===== src/rtl/tx_ethernet_sched.sv =====
// GMII transmit scheduler: round-robin IP/ARP grant, then preamble, header, payload, pad and IFG.
// Define TX_FCS_EN to append a CRC-32 FCS after the padded payload.
module tx_ethernet_sched #(
    parameter logic [47:0] SRC_MAC     = 48'h02_00_00_00_00_01,
    parameter logic [7:0]  PRE_BYTE    = 8'b10101010,
    parameter logic [7:0]  SFD_BYTE    = 8'b10101011,
    parameter int          MIN_PAYLOAD = 46,
    parameter int          MAX_PAYLOAD = 1500,
    parameter int          IFG_CYCLES  = 12
) (
    input  logic        TX_CLK,
    input  logic        rst_n,
    output logic        TX_EN,
    output logic [7:0]  TXD,
    output logic        TX_ER,
    input  logic        ip_req,
    input  logic [47:0] ip_mac_dst,
    input  logic [7:0]  ip_tdata,
    input  logic        ip_tvalid,
    input  logic        ip_tlast,
    output logic        ip_tready,
    output logic        ip_gnt,
    input  logic        arp_req,
    input  logic [47:0] arp_mac_dst,
    input  logic [7:0]  arp_tdata,
    input  logic        arp_tvalid,
    input  logic        arp_tlast,
    output logic        arp_tready,
    output logic        arp_gnt,
    output logic        tx_done,
    output logic        tx_abort
);
    typedef enum logic [3:0] {
        S_IDLE, S_PRE, S_SFD, S_DST, S_SRC, S_TYPE, S_PAYLOAD, S_PAD, S_FCS, S_IFG
    } state_t;

    localparam logic [10:0] MIN_P    = 11'(MIN_PAYLOAD);
    localparam logic [10:0] MAX_P    = 11'(MAX_PAYLOAD);
    localparam logic [10:0] IFG_LAST = 11'(IFG_CYCLES - 1);
    localparam logic        SEL_IP   = 1'b0;
    localparam logic        SEL_ARP  = 1'b1;
`ifdef TX_FCS_EN
    localparam state_t      S_AFTER  = S_FCS;
`else
    localparam state_t      S_AFTER  = S_IFG;
`endif

    state_t      state, state_n;
    logic [10:0] cnt;
    logic [10:0] pay_cnt;
    logic        sel, last_grant, pick, grant_now;
    logic [47:0] dst_q, dst_sh, src_sh;
    logic [15:0] type_q;
    logic [7:0]  cur_tdata;
    logic        cur_tvalid, cur_tlast;
    logic        pay_rdy, hs, abort_now;

    // Tie goes to whichever source did not win last time.
    assign pick      = (ip_req & arp_req) ? ~last_grant : arp_req;
    assign grant_now = (state == S_IDLE) & (ip_req | arp_req);

    assign cur_tdata  = (sel == SEL_ARP) ? arp_tdata  : ip_tdata;
    assign cur_tvalid = (sel == SEL_ARP) ? arp_tvalid : ip_tvalid;
    assign cur_tlast  = (sel == SEL_ARP) ? arp_tlast  : ip_tlast;

    // Byte MAX_PAYLOAD+1 is refused so the frame can be aborted cleanly.
    assign pay_rdy    = (state == S_PAYLOAD) && (pay_cnt != MAX_P);
    assign ip_tready  = pay_rdy & (sel == SEL_IP);
    assign arp_tready = pay_rdy & (sel == SEL_ARP);
    assign hs         = pay_rdy & cur_tvalid;

    assign dst_sh = dst_q   << {cnt[2:0], 3'b000};
    assign src_sh = SRC_MAC << {cnt[2:0], 3'b000};

`ifdef TX_FCS_EN
    logic [31:0] crc, fcs_sh;

    function automatic logic [31:0] crc32_byte(input logic [31:0] c, input logic [7:0] d);
        logic [31:0] r;
        r = c ^ {24'h0, d};
        for (int i = 0; i < 8; i++)
            r = r[0] ? ((r >> 1) ^ 32'hEDB88320) : (r >> 1);
        return r;
    endfunction

    assign fcs_sh = (~crc) >> {cnt[1:0], 3'b000};

    always_ff @(posedge TX_CLK or negedge rst_n) begin
        if (!rst_n)
            crc <= '1;
        else if (state == S_SFD)
            crc <= '1;
        else if ((state inside {S_DST, S_SRC, S_TYPE, S_PAD}) || hs)
            crc <= crc32_byte(crc, TXD);
    end
`endif

    always_comb begin
        state_n   = state;
        TX_EN     = 1'b0;
        TXD       = 8'h00;
        TX_ER     = 1'b0;
        abort_now = 1'b0;
        case (state)
            S_IDLE: if (ip_req | arp_req) state_n = S_PRE;
            S_PRE: begin
                TX_EN = 1'b1;
                TXD   = PRE_BYTE;
                if (cnt == 11'd6) state_n = S_SFD;
            end
            S_SFD: begin
                TX_EN   = 1'b1;
                TXD     = SFD_BYTE;
                state_n = S_DST;
            end
            S_DST: begin
                TX_EN = 1'b1;
                TXD   = dst_sh[47:40];
                if (cnt == 11'd5) state_n = S_SRC;
            end
            S_SRC: begin
                TX_EN = 1'b1;
                TXD   = src_sh[47:40];
                if (cnt == 11'd5) state_n = S_TYPE;
            end
            S_TYPE: begin
                TX_EN = 1'b1;
                TXD   = cnt[0] ? type_q[7:0] : type_q[15:8];
                if (cnt == 11'd1) state_n = S_PAYLOAD;
            end
            S_PAYLOAD: begin
                TX_EN = 1'b1;
                if (hs) begin
                    TXD = cur_tdata;
                    if (cur_tlast)
                        state_n = (pay_cnt < MIN_P - 11'd1) ? S_PAD : S_AFTER;
                end else begin
                    // Underrun or oversize: flag the byte as errored and drop the frame.
                    TX_ER     = 1'b1;
                    abort_now = 1'b1;
                    state_n   = S_IFG;
                end
            end
            S_PAD: begin
                TX_EN = 1'b1;
                if (pay_cnt == MIN_P - 11'd1) state_n = S_AFTER;
            end
`ifdef TX_FCS_EN
            S_FCS: begin
                TX_EN = 1'b1;
                TXD   = fcs_sh[7:0];
                if (cnt == 11'd3) state_n = S_IFG;
            end
`endif
            S_IFG: if (cnt == IFG_LAST) state_n = S_IDLE;
            default: state_n = S_IDLE;
        endcase
    end

    always_ff @(posedge TX_CLK or negedge rst_n) begin
        if (!rst_n) begin
            state      <= S_IDLE;
            cnt        <= '0;
            pay_cnt    <= '0;
            sel        <= SEL_IP;
            last_grant <= SEL_ARP;
            dst_q      <= '0;
            type_q     <= '0;
            ip_gnt     <= 1'b0;
            arp_gnt    <= 1'b0;
            tx_done    <= 1'b0;
            tx_abort   <= 1'b0;
        end else begin
            state <= state_n;
            cnt   <= (state_n != state) ? 11'd0 : cnt + 11'd1;

            if (!(state inside {S_PAYLOAD, S_PAD}))
                pay_cnt <= '0;
            else if (hs || state == S_PAD)
                pay_cnt <= pay_cnt + 11'd1;

            if (grant_now) begin
                sel        <= pick;
                last_grant <= pick;
                dst_q      <= (pick == SEL_ARP) ? arp_mac_dst : ip_mac_dst;
                type_q     <= (pick == SEL_ARP) ? 16'h0806 : 16'h0800;
                ip_gnt     <= (pick == SEL_IP);
                arp_gnt    <= (pick == SEL_ARP);
            end else if (state_n == S_IFG && state != S_IFG) begin
                ip_gnt  <= 1'b0;
                arp_gnt <= 1'b0;
            end

            tx_done  <= (state_n == S_IFG) && (state != S_IFG) && !abort_now;
            tx_abort <= abort_now;
        end
    end
endmodule


===== config.mk =====
export PLATFORM = sky130hd
export DESIGN_NAME = tx_ethernet_sched
export DESIGN_NICKNAME = d
export VERILOG_FILES = /design/src/rtl/tx_ethernet_sched.sv
export SDC_FILE = /design/constraint.sdc
export NUM_CORES = 1
export LEC_CHECK = 0
export BUFFER_PORTS_ARGS = -buffer_cell sky130_fd_sc_hd__buf_2
export CORE_ASPECT_RATIO = 1.2
export CORE_MARGIN = 3
export CORE_UTILIZATION = 29
export CTS_CLUSTER_DIAMETER = 120
export DETAILED_ROUTE_END_ITERATION = 8
export GPL_TIMING_DRIVEN = 1
export PLACE_DENSITY = 0.61
export SYNTH_ARGS = -nofsm -noshare
export SYNTH_HDL_FRONTEND = slang
export SYNTH_SLANG_ARGS = --single-unit

===== constraint.sdc =====
create_clock -name TX_CLK -period 4.9 [get_ports TX_CLK]
set_clock_uncertainty 0.2 [all_clocks]
set_input_delay 0.98 -clock TX_CLK [delete_from_list [all_inputs] [get_ports TX_CLK]]
set_output_delay 0.98 -clock TX_CLK [all_outputs]
set_load 0.005 [all_outputs]

* Yosys cells after proc, flatten, opt, wreduce, memory -nomap -nowiden
Index checks and enable logic that the tools add are counted.
Cells by class: equality and inequality tests 18, shifts and indexed selects 2, reductions and logical operators 9, $add $sub $neg 2, bitwise gates (word level) 9, multiplexer cells 29, magnitude comparators 1
Operator list (number):
- $mux W48 | 1
- $pmux W8 S6 | 1
- $shl A42 B6 Y48 const A | 1
- $shl A48 B6 Y48 | 1
- $mux W4 | 10
- $pmux W4 S9 | 1
- $mux W11 | 3
- $mux W8 | 3
- $add A11 B1 Y11 const B | 2
- $eq A11 B3 Y1 const B | 2
- $eq A4 B3 Y1 const B | 4
- $eq A11 B1 Y1 const B | 1
- $eq A11 B4 Y1 const B | 1
- $eq A11 B6 Y1 const B | 1
- $lt A11 B6 Y1 const B | 1
- $ne A11 B11 Y1 const B | 1
- $mux W1 | 9
- $eq A4 B2 Y1 const B | 2
- $eq A4 B4 Y1 const B | 2
- $reduce_or A7 Y1 | 1
- $and A1 B1 Y1 | 5
- $eq A4 B1 Y1 const B | 1
- $logic_not A4 Y1 | 1
- $ne A4 B4 Y1 | 1
- other kinds (9) | 14
Storage, ports and cells: output and inout bits 16, input port bits 120, register bits 96, word-level logic and storage cells 81

* Logic depth before layout (Yosys ltp)
Gate-level depths: netlist of the first run.
depth in word-level cells 9, mapped depth 10, depth with buffers taken out 9

* Worst setup path before layout of the first run
Ideal clock, no wire load.
path type register to output, start reg cnt[0], end out TXD[1], path slack 1865 ps, stages on the path, launching flop included 7, required time 3720 ps, arrival 1855 ps, buffers on the path 2, cell sequence dfrtp_1 -> buf_1 -> clkbuf_1 -> mux2i_1 -> o22ai_1 -> a21oi_1 -> o221ai_1
Between the ends: longest elaborated chain between the ends 2, elaborated cells on any way between the ends 4, classes of those cells 2 x shift; 2 x mux
Ends and longest elaborated chain:
- start, declared | RTL line 49 | logic [10:0] cnt;
- start signal, assigned | RTL line 175 | cnt <= (state_n != state) ? 11'd0 : cnt + 11'd1;
- $shl A42 B6 Y48 (tied with other cells) | RTL line 73 | assign src_sh = SRC_MAC << {cnt[2:0], 3'b000};
- $pmux W8 S6 (*) | RTL line 104 | case (state)
- end, declared | RTL line 14 | output logic [7:0] TXD,
Every way passes the cells marked *; elsewhere a longest branch is shown, timed or not.

* Worst setup path in the final report of the first run
start reg cnt[0], end out TXD[0]
Same word-level chain as after synthesis.

==> impl_metrics.tcl, run 1 <==
set metrics [dict create \
    end_kind "output port" \
    stdcell_count 826 \
    layout_common_cells "buf_2 (134), dfrtp_1 (80), nand2_1 (69)" \
    drtIter0Drc 217 \
    drcViolationCount 0 \
    synth_area_sq_um 4750 \
    ctsHtreeMaxLevel 3 \
    clk_latency_ps 340 \
    fmax_mhz 263 \
    synthCells 495 \
    wl_per_cell_um 16.5 \
    rrSetupSlack_ps 1410 \
    rr_worst_depth 7 \
    dieArea_sq_um 18000 \
    finalSetupViolations 0 \
    crit_required_ps 3720 \
    die_height_um 146 \
    ys_seq_elements 81 \
    worstHoldStart "dst_q[24]" \
    firstDrtPassIters 4 \
    yosysWarningCount 0 \
    cp_cell_sequence "mux4_2 > inv_1 > o21ai_0 > nand3_1 > o221ai_1 > buf_2" \
    finalSetupTns_ps 0 \
    p_per_area_nw_per_um2 514 \
    track_usage_pct 15.6 \
    via_per_inst 4.93 \
    num_vias 4069 \
    ys_seq_area_share_pct 42.7 \
    r2r-end "cnt[10]" \
    place_inst 810 \
    crit_slowest_cell "dfrtp_1" \
    antenna_found_initial 0 \
    dp.final_hpwl_um 10500 \
    cpPeakStageDelay_ps 1070 \
    critical_path_class "reg2out" \
    ys.flop_type "dfrtp_1" \
    gr-total-overflow 0 \
    drt-total-wl_um 13600 \
    status "complete, no violations" \
    synth_cell_types 54 \
    port_buffers 135 \
    irDropWorstVdd_mv 0.224 \
    crit_fanout 23 \
    cts-root-buf "clkbuf_16" \
    initial_core_util_pct 30.0 \
    postCtsSetupRepairBufs 0 \
    ctsHoldBuffers 0 \
    cts_buffers 9 \
    clkSlewWorstSetupHoldPaths_ps 60 \
    fin_crit_ps 3800 \
    relSlewSlack_pct 26.3 \
    area_delta_synth_final_pct 25.3 \
    nets 739 \
    rows 50 \
    die_x_um 123 \
    clkSinkCount 81 \
    post-route-period-util_pct 77.6 \
    worst_pin_slew_ps 1110 \
    synth_edf_count 0 \
    grt_setup_unrepaired "false" \
    hp-class "reg2reg" \
    reg2reg_from "cnt[0]" \
    gp_congestion 0.920 \
    grt_pass1_vias 4155 \
    cap_violations 0 \
    critPathArrivalTime_ps 2620 \
    num-fill-cells 1607 \
    p_leak_nw 2.80 \
    grt_max_degree 105 \
    async_flop_share_pct 100 \
    whs_endpoint "dst_q[24]" \
    syn_nets 621 \
    pin_count 136 \
    diodes 0 \
    holdPathStages 2 \
    drive_above_1_share_pct 30.3 \
    cts_tree "done" \
    critical_path.startpoint_type "register" \
    cts_resized 0 \
    syn_area_per_cell_sq_um 9.61 \
    clockBufferDepth 2 \
    layout_commonest_cell "buf_2" \
    hold_violations 0 \
    drv_slew 0 \
    core_sq_um 15800 \
    drtAntennaViolNets 0 \
    grt_first_pass_wirelength_um 21900 \
]
## cells in the mapped netlist, drive strengths merged, types with 5 or more instances
master,n,area share [%]
dfrtp,80,42
nand2,69,5.4
mux2i,62,13
o21ai,57,6.0
nor2,39,3.6
clkbuf,23,1.8
a21oi,14,1.5
xor2,11,2.0
nand3,10,1.1
buf,9,0.87
mux4,7,3.3
nor3,7,0.74
and3,6,0.79
ha,6,1.6
inv,6,0.47
nand2b,6,0.79
nand4,6,0.79
o22ai,6,0.79
nor2b,5,0.66
xnor2,5,0.92
## how the worst max path moves through the flow
stage	end	cells past startpoint	slack [ps]	from
floorplan	TXD[1]	6	1870	cnt[0]
global placement	TXD[0]	5	1430	arp_tvalid
detailed placement	cnt[10]	7	1390	cnt[0]
CTS	TXD[0]	6	1080	cnt[0]
global route	TXD[7]	4	930	cnt[0]
finish	TXD[0]	6	1100	cnt[0]
## metrics by stage
step	util, %	instance area [sq um]	hold WS, ps	power [mW]	setup WS [ps]
4_1_cts	37.6	5960	278	3.10	1080
3_5_place_dp	35.4	5610	264	2.29	1390
6_report	37.6	5960	277	3.06	1100
5_1_grt	37.6	5960	296	3.28	929
3_3_place_gp	35.4	5610	259	2.26	1430
2_1_floorplan	-	4750	236	1.91	1870
## logic make-up (layout without fill, tap and decap cells)
family | Yosys count | in the layout | share of synthesized area [%]
compound gates | 105 | 105 | 13.7
flops | 81 | 81 | 42.7
buf+inv | 40 | 163 | 3.32
xor+xnor | 16 | 16 | 2.95
mux | 73 | 73 | 17.3
simple gates | 174 | 174 | 18.4
fa+ha+maj | 6 | 6 | 1.58
## area by class of cell
type                       instances  area [sq um]  area share, %
clock inverter                     6           113           1.89
sequential                        81          2030           34.0
tap                              208           260           4.37
clock buffer                      10           239           4.01
timing repair buffer             139           708           11.9
multi-input combinational        374          2580           43.3
inverter                           8          30.0          0.504
## critical path: cells and delay by family, from the launching register on
kind	cells	cell delay, ps
multiplexers	1	610
buffers and inverters	2	240
flip-flops	1	1070
AND/OR/NAND/NOR	1	110
AO/OA/AOI/OAI	2	240
## sequential cells by signal (all words and copies together), names as in the netlist
signal,count
dst_q,48
cnt,11
pay_cnt,11
state,4
type_q,2
arp_gnt,1
ip_gnt,1
last_grant,1
tx_abort,1
tx_done,1
## power by group
group          leakage (nW)  internal [mW]  switching (mW)
registers              1.03          0.904           0.261
logic                  1.59          0.506           0.597
clock network         0.173          0.515           0.281
## metal layers
| layer | vias up | share of wire (%) | global-route usage, % |
|---|---|---|---|
| met5 | - | 0 | 0 |
| met4 | 0 | 2.4 | 5.55 |
| met3 | 17 | 5.5 | 2.87 |
| met2 | 146 | 48 | 25.3 |
| met1 | 1898 | 44 | 20.7 |
| li1 | 2008 | - | - |
(Power assumes the default switching activity.)
==> inputs of run 2 (changes only) <==
ABC_AREA = 1   (was default)
PLACE_DENSITY = 0.6   (was 0.61)
clock period = 3.6 ns   (was 4.9 ns; I/O delays follow)
==> run 2 against run 1 <==
Combinational power is 67% higher. Final cell count rose by 22%. Non-clock buffer count grew 5. Sequential power is 34% higher. Clock-buffer cell count increased by 1. Final area up 3.3%. Routed wire length grew 19%. Critical path depth rose by 1. Global-route usage grew 1.8 points. Setup slack got worse by 850 ps. Via count grew 26%.
==> impl_metrics.tcl, run 2 <==
set metrics [dict create \
    status "complete, no violations" \
    clockBufferDepth 2 \
    rows 51 \
    num_vias 5119 \
    track_usage_pct 17.4 \
    grt_setup_unrepaired "false" \
    nets 917 \
    timing.critical_path.buf_inv 2 \
    post-route-period-util_pct 93.2 \
    ctsHoldBuffers 0 \
    antenna_found_initial 0 \
    cpLargestDelayFamily "compound AO/OA/AOI/OAI gates" \
    dp.final_hpwl_um 12200 \
    fin_crit_ps 3360 \
    yosys.area.top_type_share_pct 40.2 \
    final_area_sq_um 6160 \
    pin_count 136 \
    ys_top_cells_by_count "nand2_1 (144), nand3_1 (122), dfrtp_1 (80)" \
    ys.flop_type "dfrtp_1" \
    grt_first_pass_wirelength_um 25900 \
    layout_common_cells "nand2_1 (144), buf_2 (134), nand3_1 (122)" \
    cts_tree "done" \
    clk_latency_ps 350 \
    cpMostUsedCell "o21ai_0" \
    grt_pass1_vias 4999 \
    area_delta_synth_final_pct 23.7 \
    p_per_area_nw_per_um2 713 \
    synth_area_sq_um 4970 \
    crit_fanout 9 \
    diodes 0 \
    cts-root-buf "clkbuf_16" \
    async_flop_share_pct 100 \
    gp_congestion 0.946 \
    ctsHtreeMaxLevel 3 \
    top_register "dst_q" \
    firstDrtPassIters 5 \
    wl_per_cell_um 16.1 \
    synth_edf_count 0 \
    initial_core_util_pct 30.1 \
    grt_max_degree 75 \
    layout_commonest_cell "nand2_1" \
    p_leak_nw 2.97 \
    worst_pin_slew_ps 786 \
    cts_buffers 9 \
    ys_seq_elements 81 \
    drive_above_1_share_pct 24.5 \
    finalSetupTns_ps 0 \
    clkSlewWorstSetupHoldPaths_ps 60 \
    largestRegisters "dst_q x48, cnt x11, pay_cnt x11" \
    yosysWarningCount 0 \
    cp_cell_sequence "clkinv_1 > nor2_1 > o21ai_0 > o21ai_0 > nand2_1 > o311ai_0 > buf_2" \
    post-synth-top-count-cell "nand2_1" \
    dieArea_sq_um 18800 \
    finalSetupViolations 0 \
    ys_seq_area_share_pct 40.8 \
    drv_slew 0 \
    port_buffers 135 \
    synth_area_leader_cell "dfrtp_1" \
    core_sq_um 16500 \
    placed_area_sq_um 5830 \
    relSlewSlack_pct 47.6 \
    hp-class "in2async" \
    clkSinkCount 81 \
    die_height_um 149 \
    largest_register_ffs 48 \
    syn_area_per_cell_sq_um 7.35 \
    crit_required_ps 2680 \
    via_per_inst 5.08 \
    drtAntennaViolNets 0 \
    die_x_um 126 \
    cap_violations 0 \
    critPathArrivalTime_ps 2440 \
    syn_nets 803 \
    postCtsSetupRepairBufs 0 \
    synthTopCellsByArea "dfrtp_1 (40%), nand3_1 (12%), nand2_1 (11%)" \
    cts_resized 0 \
    fmax_mhz 298 \
    critical_path_class "reg2out" \
    synth_cell_types 42 \
    irDropWorstVdd_mv 0.252 \
    drtIter0Drc 452 \
    num-fill-cells 1784 \
    gr-total-overflow 0 \
    drcViolationCount 0 \
    cpPeakStageDelay_ps 480 \
    synthCells 677 \
    critical_path.startpoint_type "register" \
    end_kind "output port" \
    crit_slowest_cell "dfrtp_1" \
    drt-total-wl_um 16300 \
    hold_violations 0 \
]
## run 2: cells by family after synthesis
logic type / after synthesis / share of synthesized area, %
AND/OR/NAND/NOR: 435 / 41.8
XOR/XNOR: 10 / 1.76
buffers and inverters: 80 / 6.26
multiplexers: 2 / 0.402
AO/OA/AOI/OAI: 63 / 7.52
adder cells (fa/ha/maj): 6 / 1.51
flip-flops: 81 / 40.8
## run 2: area by class of cell
class / count / area, sq um / share of cell area (%)
multi-input cells: 516 / 2640 / 42.8
flip-flops and latches: 81 / 2030 / 32.9
repair buffers: 144 / 758 / 12.3
well taps: 212 / 265 / 4.31
clock buffers: 11 / 243 / 3.94
inverters: 39 / 146 / 2.38
clock inverters: 5 / 80.1 / 1.30
## run 2: worst register-to-register path: cells and delay by family (launching register included)
kind	cells	cell delay (ps)
simple gates	10	1480
buf+inv	1	280
flops	1	580
## run 2: per-layer routing
layer,part of all wire (%),track usage [%],vias up
met5,0,0,-
met3,5.7,2.93,30
met2,47,28.2,168
li1,-,-,2556
met1,45,23.1,2365
met4,2.9,7.05,0
## run 2: path summary, 6_finish.rpt
path	startpoint	endpoint	slack [ps]	cells past startpoint
worst max-delay path	cnt[1]	TXD[7]	240	7
worst min-delay path	rst_n	pay_cnt[5]	230	1
worst max register to register	type_q[2]	cnt[2]	980	11
worst min register to register	last_grant	last_grant	280	2
max in group asynchronous	rst_n	dst_q[40]	2250	2
min in group TX_CLK	last_grant	last_grant	280	2
## run 2: per-stage QoR
step                std cells  hold slack (ps)  setup WS (ps)  total power, mW  utilization (%)
finish                   1008              234            244             4.39             37.2
global route             1008              297            109             4.72             37.2
CTS                      1008              277            370             4.42             37.2
detailed placement        992              265            757             3.40             35.3
global placement          992              262            726             3.41             35.3
floorplan                 677              224           1260             2.74                -
## run 2: report_power, final
group          internal, mW  total [mW]  switching, mW
logic                 0.649        1.84           1.19
clock network         0.625        1.00          0.378
registers              1.22        1.55          0.324
total                  2.50        4.39           1.89
==> inputs of run 3 (changes only) <==
--- a/config.mk
+++ b/config.mk
@@ -11,7 +11,6 @@
 export CORE_MARGIN = 3
-export CORE_UTILIZATION = 29
-export CTS_CLUSTER_DIAMETER = 120
+export CORE_UTILIZATION = 35
 export DETAILED_ROUTE_END_ITERATION = 8
 export GPL_TIMING_DRIVEN = 1
-export PLACE_DENSITY = 0.6
+export PLACE_DENSITY = 0.68
 export SYNTH_ARGS = -nofsm -noshare
--- a/constraint.sdc
+++ b/constraint.sdc
@@ -4,2 +4,2 @@
 set_output_delay 0.72 -clock TX_CLK [all_outputs]
-set_load 0.005 [all_outputs]
+set_load 0.1 [all_outputs]
==> run 3 against run 2 <==
Final area down 0.30%. Sequential cell count unchanged. Sequential share of layout area up 0.10 points. Via count is 0.64% higher. Worst hold slack better by 41 ps. Combinational power rose by 28%. Global-route usage is 2.9 points higher. First-iteration DRC count decreased by 6.4%. Non-clock buffer count decreased by 1. Critical path depth increased by 1. Register-to-register slack worse by 170 ps. Clock-buffer cell count unchanged. Critical endpoint is now TXD[1].
==> impl_metrics.tcl, run 3 (synthesis results as in run 2) <==
set metrics [dict create \
    status "complete, no violations" \
    drcViolationCount 0 \
    relSlewSlack_pct 30.9 \
    dp.final_hpwl_um 11700 \
    finalSetupViolations 0 \
    die_height_um 137 \
    cp-startpoint "cnt[0]" \
    setup_ws_ps 245 \
    grt_first_pass_wirelength_um 24900 \
    track_usage_pct 20.3 \
    num_vias 5152 \
    hold_violations 0 \
    place_inst 950 \
    wl_per_cell_um 16.2 \
    top_layer "met4" \
    initial_core_util_pct 35.8 \
    fin_crit_ps 3360 \
    critPathArrivalTime_ps 2440 \
    irDropWorstVdd_mv 0.312 \
    rr_worst_depth 14 \
    cpPeakStageDelay_ps 400 \
    hp-class "reg2reg" \
    dieArea_sq_um 15700 \
    grt_max_degree 82 \
    final_area_sq_um 6140 \
    cap_violations 0 \
    cts-root-buf "clkbuf_16" \
    postCtsSetupRepairBufs 0 \
    area_delta_synth_final_pct 23.4 \
    die_x_um 115 \
    reg2reg_from "cnt[0]" \
    drv_slew 0 \
    cts_buffers 9 \
    placed_area_sq_um 5780 \
    crit_slowest_cell "clkinv_1" \
    layout_common_cells "nand2_1 (144), buf_2 (134), nand3_1 (122)" \
    drt-total-wl_um 15700 \
    pin_count 136 \
    antenna_found_initial 1 \
    wl_met3_um 906 \
    rows 47 \
    post-route-period-util_pct 93.2 \
    finalPower_mw 4.98 \
    cts_tree "done" \
    met2WireLength_um 7440 \
    largest_register_ffs 48 \
    gp_congestion 0.963 \
    clkSlewWorstSetupHoldPaths_ps 60 \
    clkSinkCount 81 \
    fmax_mhz 298 \
    drtIter0Drc 423 \
    critPathCapture "TXD[1]" \
    drt-met1-wl_um 6970 \
    rrSetupSlack_ps 810 \
    cp_cell_sequence "clkinv_1 > buf_4 > nor2_1 > nor4_1 > o21a_1 > o21ai_0 > nand4_1 > buf_2" \
    stdcell_count 966 \
    core_sq_um 13900 \
    nets 916 \
    critical_path.startpoint_type "register" \
    critical_path_class "reg2out" \
    drive_above_1_share_pct 24.7 \
    grt_setup_unrepaired "false" \
    final_util_pct 44.2 \
    clk_latency_ps 340 \
    r2r-end "cnt[1]" \
    worst_pin_slew_ps 1040 \
    top_register "dst_q" \
    p_per_area_nw_per_um2 812 \
    end_kind "output port" \
    place_ws_ps 590 \
    p_leak_nw 2.98 \
    grt_pass1_vias 4896 \
    clockBufferDepth 2 \
    crit_fanout 21 \
    largestRegisters "dst_q x48, cnt x11, pay_cnt x11" \
    crit_required_ps 2680 \
    drtAntennaViolNets 0 \
    gr-total-overflow 0 \
    ctsHtreeMaxLevel 3 \
    firstDrtPassIters 5 \
    via_per_inst 5.33 \
    layout_commonest_cell "nand2_1" \
    port_buffers 135 \
]
-- run 3: cell type report --
class | instances | area (sq um)
inverter | 39 | 146
tap | 171 | 214
sequential | 81 | 2030
fill | 1454 | 7740
timing repair buffer | 143 | 751
antenna | 1 | 2.50
clock inverter | 4 | 98.8
multi-input combinational | 516 | 2640
clock buffer | 11 | 253
-- run 3: how the worst min path moves through the flow --
stage                 endpoint  slack [ps]  cells after the start       start
detailed placement  last_grant         260                      2  last_grant
finish              last_grant         280                      2  last_grant
global placement    last_grant         260                      2  last_grant
global route        last_grant         290                      2  last_grant
CTS                 last_grant         270                      2  last_grant
floorplan              arp_gnt         220                      0       rst_n
-- run 3: through the flow --
stage | hold slack (ps) | TNS (ps)
detailed placement | 257 | 0
floorplan | 224 | -2700
finish | 275 | 0
global placement | 260 | 0
global route | 287 | 0
CTS | 273 | 0
-- run 3: worst max-delay path, delay by kind of cell (launching register included) --
kind	cells	cell delay [ps]
AOI/OAI and AO/OA	2	430
buffers and inverters	3	1050
DFF	1	350
and+or+nand+nor	3	270
-- run 3: what timing repair did --
action / CTS / global route
resized for setup: 0 / 1
hold endpoints to repair: 0 / 0
setup endpoints to repair: 0 / 2
hold buffers: 0 / 0
-- run 3: per-layer routing --
layer	GRT usage, %	vias up
met5	0	-
met1	28.1	2389
met3	3.23	24
li1	-	2556
met2	32.2	183
met4	7.18	0
-- run 3: report_power, final --
part           leakage, nW  internal (mW)  total [mW]  switching (mW)
Sequential            1.04           1.22        1.54           0.320
Combinational         1.77          0.664        2.36            1.70
Clock                0.172          0.714        1.08           0.363
